### src/rtl/cache_types_pkg.sv
// Shared types and constants for the N-way cache controller.
package cache_types_pkg;

   // Controller states
   typedef enum logic [1:0] {
      IDLE      = 2'd0,
      WRITEBACK = 2'd1,
      FILL      = 2'd2
   } cache_state_e;

   // Largest supported associativity
   localparam int MAX_WAYS   = 8;

   // Cache line size in bytes (one byte-enable bit per byte)
   localparam int LINE_BYTES = 32;

endpackage

### src/rtl/plru_tree.sv
// Tree pseudo-LRU helper: victim decode and hit update, purely combinational.
// Node 0 is the root, node n has children 2n+1 / 2n+2, a node bit of 0 points
// the victim into the lower half. Leaves (ways) sit after the WAYS-1 nodes.
module plru_tree #(
   parameter  int WAYS   = 4,
   localparam int LRU_W  = WAYS - 1,
   localparam int WSEL_W = $clog2(WAYS)
) (
   input  logic [LRU_W-1:0]  i_lru,
   input  logic [WSEL_W-1:0] i_way,
   output logic [WSEL_W-1:0] o_victim,
   output logic [LRU_W-1:0]  o_lru_upd
);

   // Victim walk: follow each node bit from the root down to a leaf
   always_comb begin : victim_walk
      int            node;
      logic [LRU_W-1:0] sh;
      node = 0;
      sh   = '0;
      for (int l = 0; l < WSEL_W; l++) begin
         sh   = i_lru >> node;
         node = 2 * node + 1 + int'(sh[0]);
      end
      o_victim = WSEL_W'(node - LRU_W);
   end

   // Hit update: every node on the accessed way's path points away from it
   always_comb begin : hit_update
      int                node;
      logic [WSEL_W-1:0] wsh;
      logic              dir;
      node      = 0;
      wsh       = '0;
      dir       = 1'b0;
      o_lru_upd = i_lru;
      for (int l = 0; l < WSEL_W; l++) begin
         wsh       = i_way >> (WSEL_W - 1 - l);
         dir       = wsh[0];
         o_lru_upd = (o_lru_upd & ~(LRU_W'(1) << node)) | (LRU_W'(!dir) << node);
         node      = 2 * node + 1 + int'(dir);
      end
   end

endmodule

### src/rtl/cache_control_nway.sv
// N-way set-associative cache controller: IDLE / WRITEBACK / FILL.
// Hits are answered combinationally in IDLE; a miss picks a victim (first
// invalid way, else tree-PLRU), optionally writes it back, refills it and
// returns to IDLE where the request is replayed as a hit.
// Optional build macro CACHE_CTRL_PERF_CNT_EN adds hit/miss/writeback counters.
module cache_control_nway
   import cache_types_pkg::*;
#(
   parameter  int WAYS   = 4,
   localparam int LRU_W  = WAYS - 1,
   localparam int WSEL_W = $clog2(WAYS)
) (
   input  logic                       clk,
   input  logic                       rst,
   input  logic                       mem_read,
   input  logic                       mem_write,
   input  logic [LINE_BYTES-1:0]      mem_byte_enable256,
   input  logic [WAYS-1:0]            hit,
   input  logic [WAYS-1:0]            valid,
   input  logic [WAYS-1:0]            dirty,
   input  logic [LRU_W-1:0]           lru_out,
   input  logic                       pmem_resp,
   output logic                       mem_resp,
   output logic                       pmem_read,
   output logic                       pmem_write,
   output logic [WSEL_W-1:0]          way_sel,
   output logic [WAYS-1:0]            load_tag,
   output logic [WAYS-1:0]            load_valid,
   output logic [WAYS-1:0]            load_dirty,
   output logic                       valid_in,
   output logic                       dirty_in,
   output logic [WAYS*LINE_BYTES-1:0] data_we,
   output logic                       data_sel,
   output logic                       load_lru,
   output logic [LRU_W-1:0]           lru_in,
`ifdef CACHE_CTRL_PERF_CNT_EN
   output logic [31:0]                hit_count,
   output logic [31:0]                miss_count,
   output logic [31:0]                wb_count,
`endif
   output logic                       load_pmem_wdata
);

   cache_state_e      r_state;
   logic [WSEL_W-1:0] r_victim;

   logic              w_req;
   logic              w_any_hit;
   logic [WSEL_W-1:0] w_hit_way;
   logic              w_any_inv;
   logic [WSEL_W-1:0] w_inv_way;
   logic [WSEL_W-1:0] w_plru_way;
   logic [WSEL_W-1:0] w_victim;
   logic              w_vic_dirty;
   logic [LRU_W-1:0]  w_lru_upd;

`ifdef CACHE_CTRL_PERF_CNT_EN
   logic [31:0] r_hit_cnt;
   logic [31:0] r_miss_cnt;
   logic [31:0] r_wb_cnt;

   assign hit_count  = r_hit_cnt;
   assign miss_count = r_miss_cnt;
   assign wb_count   = r_wb_cnt;
`endif

   assign w_req = mem_read | mem_write;

   // Lowest-index hit and lowest-index invalid way (scan high to low so low wins)
   always_comb begin
      w_any_hit = 1'b0;
      w_hit_way = '0;
      w_any_inv = 1'b0;
      w_inv_way = '0;
      for (int i = WAYS - 1; i >= 0; i--) begin
         if (hit[i]) begin
            w_any_hit = 1'b1;
            w_hit_way = WSEL_W'(i);
         end
         if (!valid[i]) begin
            w_any_inv = 1'b1;
            w_inv_way = WSEL_W'(i);
         end
      end
   end

   plru_tree #(.WAYS(WAYS)) u_plru (
      .i_lru     (lru_out),
      .i_way     (w_hit_way),
      .o_victim  (w_plru_way),
      .o_lru_upd (w_lru_upd)
   );

   assign w_victim    = w_any_inv ? w_inv_way : w_plru_way;
   assign w_vic_dirty = valid[w_victim] & dirty[w_victim];

   // State, victim latch and counters; the victim only moves on an IDLE miss
   always_ff @(posedge clk) begin
      if (!rst) begin
         r_state  <= IDLE;
         r_victim <= '0;
`ifdef CACHE_CTRL_PERF_CNT_EN
         r_hit_cnt  <= '0;
         r_miss_cnt <= '0;
         r_wb_cnt   <= '0;
`endif
      end else begin
         case (r_state)
            IDLE: begin
               if (w_req && w_any_hit) begin
`ifdef CACHE_CTRL_PERF_CNT_EN
                  r_hit_cnt <= r_hit_cnt + 32'd1;
`endif
               end else if (w_req) begin
                  r_victim <= w_victim;
                  r_state  <= w_vic_dirty ? WRITEBACK : FILL;
`ifdef CACHE_CTRL_PERF_CNT_EN
                  r_miss_cnt <= r_miss_cnt + 32'd1;
                  if (w_vic_dirty) r_wb_cnt <= r_wb_cnt + 32'd1;
`endif
               end
            end
            WRITEBACK: if (pmem_resp) r_state <= FILL;
            FILL:      if (pmem_resp) r_state <= IDLE;
            default:   r_state <= IDLE;
         endcase
      end
   end

   // Array strobes and handshakes; combinational so a hit answers in one cycle
   always_comb begin
      mem_resp        = 1'b0;
      pmem_read       = 1'b0;
      pmem_write      = 1'b0;
      way_sel         = r_victim;
      load_tag        = '0;
      load_valid      = '0;
      load_dirty      = '0;
      valid_in        = 1'b0;
      dirty_in        = 1'b0;
      data_we         = '0;
      data_sel        = 1'b0;
      load_lru        = 1'b0;
      lru_in          = '0;
      load_pmem_wdata = 1'b0;
      case (r_state)
         IDLE: begin
            if (w_req && w_any_hit) begin
               mem_resp = 1'b1;
               load_lru = 1'b1;
               lru_in   = w_lru_upd;
               way_sel  = w_hit_way;
               if (mem_write) begin
                  data_sel                                    = 1'b1;
                  data_we[LINE_BYTES*int'(w_hit_way) +: LINE_BYTES] = mem_byte_enable256;
                  load_dirty[w_hit_way]                       = 1'b1;
                  dirty_in                                    = 1'b1;
               end
            end
         end
         WRITEBACK: begin
            pmem_write      = 1'b1;
            load_pmem_wdata = 1'b1;
            if (pmem_resp) load_dirty[r_victim] = 1'b1;
         end
         FILL: begin
            pmem_read = 1'b1;
            if (pmem_resp) begin
               data_we[LINE_BYTES*int'(r_victim) +: LINE_BYTES] = '1;
               load_tag[r_victim]   = 1'b1;
               load_valid[r_victim] = 1'b1;
               valid_in             = 1'b1;
            end
         end
         default: ;
      endcase
   end

endmodule

### config.mk
export PLATFORM = sky130hd
export DESIGN_NAME = cache_control_nway
export DESIGN_NICKNAME = d
export VERILOG_FILES = /design/src/rtl/cache_types_pkg.sv /design/src/rtl/plru_tree.sv /design/src/rtl/cache_control_nway.sv
export SDC_FILE = /design/constraint.sdc
export NUM_CORES = 1
export LEC_CHECK = 0
export ABC_AREA = 1
export BUFFER_PORTS_ARGS = -buffer_cell sky130_fd_sc_hd__buf_2
export CORE_AREA = 2 2 78 80
export CTS_BUF_LIST = sky130_fd_sc_hd__clkbuf_4 sky130_fd_sc_hd__clkbuf_8
export DETAILED_ROUTE_END_ITERATION = 10
export DIE_AREA = 0 0 80 82
export PLACE_DENSITY = 0.82
export SYNTH_ARGS = -nofsm -noshare
export SYNTH_HDL_FRONTEND = slang
export SYNTH_HIERARCHICAL = 1
export SYNTH_SLANG_ARGS = --single-unit
### constraint.sdc
create_clock -name clk -period 2 [get_ports clk]
set_input_delay 0.3 -clock clk [delete_from_list [all_inputs] [get_ports clk]]
set_output_delay 0.3 -clock clk [all_outputs]
set_load 0.02 [all_outputs]
### Yosys cells after proc, flatten, opt, wreduce, memory -nomap -nowiden

Cells that the tools add are included.

* flip-flop bits (word level): 4
* input bits: 52
* output and inout port bits: 153

* add/sub/neg operators: 7
* order comparisons: 5
* equality and inequality tests: 6
* shift operators: 7
* muxes and demuxes: 53
* bitwise gates (word level): 9
* reduce and logical (&&, ||, !) cells: 8

Operator list (number)
* 128-bit two-way mux: 3
* 128-bit bitwise AND: 2
* 128-bit one-hot mux with 2 select lines: 1
* 32-bit by 33-bit variable shift with 128-bit output (first input constant): 2
* 32-bit by 33-bit indexed part select with 128-bit output: 1
* 32-bit by 33-bit indexed part select with 128-bit output (first input constant): 1
* 7-bit negation with 33-bit output: 2
* 2-bit two-way mux: 16
* 1-bit by 32-bit left shift with 3-bit output (first input constant): 1
* 1-bit two-way mux: 21
* 4-bit two-way mux: 4
* 2-bit by 3-bit less-than comparator with 1-bit output (second input constant): 3
* 2-bit != test (second input constant): 4
* 4-bit one-hot mux with 2 select lines: 1
* 3-bit two-way mux: 2
* 2-bit one-hot mux with 3 select lines: 1
* 1-bit by 1-bit adder with 2-bit output (first input constant): 2
* 1-bit binary-select mux with 2-bit select: 2
* 1-bit demux with 2-bit select: 2
* 2-bit by 1-bit >= comparator with 1-bit output (second input constant): 2
* 4-bit AND reduction: 1
* 3-bit bitwise AND: 1
* 1-bit logical AND: 3
* 3-bit inverter: 1
* other kinds (15): 16

### Depth between registers and ports, before layout

Gate-level depths: netlist (run 1).

* depth after elaboration: 12
* gate-level depth with buffers: 11
* mapped depth without buffers: 11

### Modules after synthesis

The synthesis (run 1) kept the hierarchy.

Modules (own cells, without submodules)
* cache_control_nway: times used 1, cells each 312, area each 1694.1 sq um
* plru_tree: times used 1, cells each 12, area each 50.0 sq um

### Least setup slack after synthesis (run 1)

OpenSTA, ideal clock, no wires.

* path kind: register -> output
* start point: register r_state[1]
* end point: output port way_sel[0]
* arrival: 1.649 ns
* required time: 1.700 ns
* path slack: 0.051 ns
* cell stages (with the launch flop): 6
* path buffers: 0
* path through: dfxtp_1 nor2_4 o21ai_0 nor2_1 inv_1 o21ai_0

* cells in the longest elaborated chain, start to end: 2

Ends and longest elaborated chain
* from (decl): RTL line cache_control_nway.sv:44 `cache_state_e r_state;`
* from (signal assigned): RTL line cache_control_nway.sv:116 `r_state <= w_vic_dirty ? WRITEBACK : FILL;`
* 2-bit zero test: RTL line cache_control_nway.sv:146 `case (r_state)`
* 2-bit two-way mux: RTL line cache_control_nway.sv:146
* to (decl): RTL line cache_control_nway.sv:26 `output logic [WSEL_W-1:0] way_sel,`

No other way between the ends.

### Worst setup path in the final report (run 1)

* start point: register r_victim[1]
* end point: output port data_we[91]

* cells in the longest elaborated chain, start to end: 5
* elaborated cells on any way between the ends: 6

Ends and longest elaborated chain
* from (decl): RTL line cache_control_nway.sv:45 `logic [WSEL_W-1:0] r_victim;`
* from (signal assigned): RTL line cache_control_nway.sv:115 `r_victim <= w_victim;`
* 7-bit negation with 33-bit output *: RTL line cache_control_nway.sv:169 `data_we[LINE_BYTES*int'(r_victim) +: LINE_BYTES] = '1;`
* 32-bit by 33-bit indexed part select with 128-bit output or 32-bit by 33-bit variable shift with 128-bit output (tied branches): RTL line cache_control_nway.sv:169
* 128-bit bitwise AND (no line) *
* 128-bit two-way mux *: RTL line cache_control_nway.sv:168 `if (pmem_resp) begin`
* 128-bit one-hot mux with 2 select lines *: RTL line cache_control_nway.sv:146
* to (decl): RTL line cache_control_nway.sv:32 `output logic [WAYS*LINE_BYTES-1:0] data_we,`

Every way passes the cells marked *; elsewhere a longest branch is shown, timed or not.

==> impl_metrics.json, run 1 <==
{
  "status": "finished clean",
  "worstHoldPathType": "input port to flip-flop",
  "p_leak_nw": 2.00,
  "finalNetCount": 570,
  "rsz0062_at_grt": "true",
  "grt_busiest_layer": "met2",
  "critPathCaptureType": "output pin",
  "syn-num-nets": 376,
  "worstPathBufferInverterCount": 5,
  "routed_via_density": 5.03,
  "critical_path_class": "flip-flop to output pin",
  "finalHoldViolCount": 0,
  "period_needed_ns": 1.96,
  "seq_area_frac_synth": 0.0459,
  "cp_max_fo": 24,
  "ios": 205,
  "cts_buffers": 3,
  "die_w_um": 80,
  "peakVddDrop_mv": 0.237,
  "dp_hpwl_um": 6260,
  "met1_usage": 0.281,
  "crit_top_cell": "inv_1",
  "post-route-util": 0.523,
  "cts_max_level": 1,
  "crit_arrival_ns": 1.66,
  "synth_area_leader_cell": "o21ai_0",
  "ys_warn_count": 6,
  "synth_top_area_share": 0.298,
  "finalSetupTns_ns": 0,
  "grt_max_degree": 34,
  "grt_pass1_vias": 2489,
  "die_h_um": 82,
  "finalClockSkew_ns": 0.000296,
  "drc_errors": 0,
  "synth_edf_count": 0,
  "synth.most_common_cell": "o21ai_0",
  "powerDensity_mw_per_mm2": 252,
  "clockBufferDepth": 2,
  "required_ns": 1.70,
  "wl_per_cell_um": 14.5,
  "synth-main-ff-cell": "dfxtp_1",
  "finalSetupViolCount": 0,
  "slew_headroom": 0.730,
  "path_clk_slew_ns": 0.03,
  "grt_usage": 0.226,
  "wirelength_um": 8560,
  "core_area_mm2": 0.00575,
  "drtIter0Drc": 181,
  "place.gp.congestion": 0.834,
  "syn_area_per_cell_um2": 5.38,
  "slowest_delay_ns": 0.35,
  "numPortBuffers": 204,
  "synth_common_cells": "o21ai_0, inv_1, nand2_1",
  "cts_root_buf": "clkbuf_8",
  "synth_area_mm2": 0.00174,
  "layout-drive-gt1-share": 0.543,
  "route.vias.total": 2977,
  "grtUsageMet2": 0.405,
  "slowest_stage": "dfxtp_1",
  "postCtsHoldBufs": 0,
  "max_clock_freq_mhz": 511,
  "start_util": 0.304,
  "netlist_instances": 324,
  "row_count": 28,
  "antenna_found_initial": 1,
  "cts_tree": "done",
  "synth-seq-cells": 4,
  "ys_async_sr_fraction": 0,
  "dr.pass1.iters": 4,
  "area_growth_pct": 72.2,
  "post_synth_num_cell_types": 21,
  "drv_slew": 0,
  "ant_nets": 0,
  "cp_top_family": "buffers and inverters",
  "worstPathCellList": "inv_1 -> nor3_1 -> inv_1 -> nor2_4 -> inv_2 -> buf_12 -> o21ai_0 -> buf_2",
  "overflow": 0,
  "clock_latency_ns": 0.22,
  "startpoint_type": "flip-flop",
  "drv_cap": 0,
  "use_met3": 0.0231,
  "worst_pin_slew_ns": 0.404,
  "cts_sinks": 4,
  "grt_pass1_wl_um": 11900,
  "die-area_mm2": 0.00656,
  "synthTopCellsByArea": "o21ai_0, o21ai_2, inv_1",
  "fin_crit_sh": 0.978
}
[path summary, 6_finish.rpt]
path                                  start     endpoint  slack (ns)  cells after the start
worst max-delay path            r_victim[1]  data_we[91]        0.04                      8
worst max register to register   r_state[0]  r_victim[1]        0.65                      6
worst min-delay path                    rst   r_state[0]        0.33                      3
worst min register to register   r_state[1]   r_state[1]        0.55                      2
[metrics by stage]
stage	setup slack, ns	power [W]	cell area [µm²]	cells	hold WS, ns
6_report	0.0430	0.000758	3000	592	0.329
5_1_grt	-0.0766	0.000808	3000	592	0.356
4_1_cts	0.00270	0.000736	2870	587	0.319
3_5_place_dp	-0.0727	0.000562	2760	579	0.547
3_3_place_gp	0.0298	0.000556	2760	579	0.545
2_1_floorplan	0.0512	0.000382	1740	324	0.409
[layer usage]
layer  share of wire  up-vias
met5               0        -
met4           0.015        0
met3           0.091       15
met2            0.51      189
met1            0.38     1347
li1                -     1426
[repair_timing]
action,CTS,global route
cloned,1,1
buffers inserted,4,3
resized for setup,5,34
setup endpoints to repair,45,114
pin swaps,1,3
[report_power, final]
| group | total, W | switching (W) | internal [W] |
|---|---|---|---|
| sequential | 0.0000845 | 0.00000210 | 0.0000824 |
| clock | 0.000168 | 0.0000402 | 0.000128 |
| combinational | 0.000506 | 0.000337 | 0.000169 |
[layout make-up]
cell class / instances / area [µm²]
antenna: 1 / 2.50
clock buffer: 3 / 41.3
fill: 609 / 2740
inverter: 69 / 265
multi-input combinational: 218 / 1230
sequential: 4 / 82.6
tap: 75 / 93.8
timing repair buffer: 221 / 1280
timing repair inverter: 1 / 7.51
[worst reg2reg max path, delay by kind of cell (launching register included)]
| kind | cells | cell delay, ns |
|---|---|---|
| AOI/OAI and AO/OA | 3 | 0.36 |
| buffers and inverters | 1 | 0.09 |
| DFF | 1 | 0.35 |
| and+or+nand+nor | 2 | 0.43 |
[cell usage in the layout (no fill, tap or decap), types with 3 or more instances in the layout]
master	Yosys	final
nand2_1	36	36
buf_12	0	5
inv_2	3	4
inv_1	65	63
nor3_1	4	3
buf_2	13	187
nor2_4	5	6
nor2_2	5	4
buf_4	10	26
a21oi_1	6	6
o21ai_0	104	98
nor2_1	14	14
o21ai_2	30	32
o21ai_1	5	9
nand3_1	6	5
clkbuf_8	0	3
[sequential cells by signal (all words and copies together) (netlist names)]
name	count
r_victim	2
r_state	2
[kinds of logic (layout without fill, tap and decap cells)]
group	after synthesis	count (layout)	synth area share
AO/OA/AOI/OAI	146	146	0.488
AND/OR/NAND/NOR	72	72	0.202
other	0	1	0
flip-flops	4	4	0.0459
buffers and inverters	102	294	0.265
Note: power is estimated with default switching activity, not from simulation.
==> inputs of run 2 (changes only) <==
==> constraint.sdc (replaced) <==
create_clock -name clk -period 2.4 [get_ports clk]
set_input_delay 0.36 -clock clk [delete_from_list [all_inputs] [get_ports clk]]
set_output_delay 0.36 -clock clk [all_outputs]
set_load 0.02 [all_outputs]
==> impl_metrics.json, run 2 (synthesis gave the netlist of run 1 again) <==
{
  "status": "finished clean",
  "place.gp.congestion": 0.928,
  "route.vias.total": 2907,
  "wl_per_cell_um": 13.9,
  "wirelength_um": 8130,
  "max_clock_freq_mhz": 469,
  "layout_setup_ws_ns": 0.267,
  "cts_max_level": 1,
  "crit_arrival_ns": 1.77,
  "drv_slew": 0,
  "clkPwrFrac": 0.231,
  "numPortBuffers": 204,
  "grt_pass1_vias": 2468,
  "hold_depth": 3,
  "ant_nets": 0,
  "holdWs_ns": 0.389,
  "path_clk_slew_ns": 0.03,
  "die-area_mm2": 0.00656,
  "finalClockSkew_ns": 0.0000464,
  "die_w_um": 80,
  "finalSetupTns_ns": 0,
  "worstHoldPathType": "input port to flip-flop",
  "dp_hpwl_um": 6440,
  "routed_via_density": 4.99,
  "postCtsHoldBufs": 0,
  "required_ns": 2.04,
  "rsz0062_at_grt": "false",
  "finalNetCount": 561,
  "cts_tree": "done",
  "overflow": 0,
  "grt_pass1_wl_um": 12000,
  "layout-drive-gt1-share": 0.519,
  "intPower_w": 0.000301,
  "drc_errors": 0,
  "top_regs": "r_state: 2 flops, r_victim: 2 flops",
  "r2r_cells": 6,
  "row_count": 28,
  "die_h_um": 82,
  "cts_root_buf": "clkbuf_8",
  "area_growth_pct": 61.0,
  "cts_sinks": 4,
  "antenna_found_initial": 1,
  "nFillCells": 595,
  "drtIter0Drc": 122,
  "drv_cap": 0,
  "grt_usage": 0.227,
  "switchingPower_w": 0.000309,
  "slew_headroom": 0.647,
  "period_needed_ns": 2.13,
  "layout_common_cells": "buf_2, o21ai_0, inv_1",
  "core_area_mm2": 0.00575,
  "grt_max_degree": 34,
  "ios": 205,
  "start_util": 0.304,
  "finalSetupViolCount": 0,
  "clock_latency_ns": 0.22,
  "final_cells": 583,
  "ctsResizeCount": 0,
  "critPathCaptureType": "output pin",
  "highest_layer": "met4",
  "peakVddDrop_mv": 0.258,
  "wl_met2_um": 4130,
  "met3WireLength_um": 789,
  "power_frac_comb": 0.654,
  "dp_cells": 579,
  "fin_crit_sh": 0.889,
  "final_common_cell": "buf_2",
  "pre_cts_slack_ns": 0.283,
  "p_total_w": 0.000610,
  "seq_power_share": 0.115,
  "switching_share": 0.507,
  "wl_met1_um": 3110,
  "finalHoldViolCount": 0,
  "cts_setup_buffers": 0,
  "p_leak_nw": 1.93,
  "cp_max_fo": 33,
  "powerDensity_mw_per_mm2": 217,
  "critical_path_class": "input port to output pin",
  "cts_buffers": 3,
  "dr.pass1.iters": 5,
  "clockBufferDepth": 2,
  "worst_pin_slew_ns": 0.530,
  "startpoint_type": "input port"
}
## run 2: cell types whose count changed in the layout (fill, tap and decap cells not counted), sizes merged
cell | before | now
buf | 220 | 213
clkbuf | 4 | 3
inv | 68 | 69
clkinvlp | 2 | 0
## run 2: per-layer routing
layer  track usage  vias to the layer above
met2         0.422                      183
met3        0.0220                       11
li1              -                     1409
met4        0.0678                        0
met5             0                        -
met1         0.275                     1304
## run 2: worst paths after layout
path	start	end	slack, ns
max	hit[1]	load_dirty[3]	0.27
min	rst	r_state[0]	0.39
max reg2reg	r_state[0]	r_victim[1]	1.05
min reg2reg	r_victim[1]	r_victim[1]	0.57
## run 2: power by group through the flow
stage / clock network, W / registers [W] / logic, W
2_1_floorplan: 0 / 0.0000706 / 0.000248
3_3_place_gp: 0 / 0.0000708 / 0.000391
3_5_place_dp: 0 / 0.0000710 / 0.000396
4_1_cts: 0.000145 / 0.0000701 / 0.000397
5_1_grt: 0.000147 / 0.0000702 / 0.000433
6_report: 0.000141 / 0.0000700 / 0.000399
## run 2: stage by stage
step            util  cell area (µm²)
4_1_cts        0.488             2810
5_1_grt        0.489             2810
3_3_place_gp   0.481             2760
2_1_floorplan      -             1740
6_report       0.489             2810
3_5_place_dp   0.481             2760
## run 2: cell type report
class                           instances  area, µm²  share of cell area
Sequential cell                         4       80.1              0.0285
Tap cell                               75       93.8              0.0334
Timing Repair Buffer                  213       1130               0.401
Multi-Input combinational cell        218       1200               0.428
Clock buffer                            3       41.3              0.0147
Antenna cell                            1       2.50            0.000891
Inverter                               69        262              0.0931
## run 2: critical path: stages
cell and delay [ns]:
buf_2 0.11, inv_1 0.06, nor2_2 0.05, a31oi_2 0.19
inv_1 0.11, nand3_2 0.08, buf_4 0.44, o21ai_0 0.16
buf_2 0.19
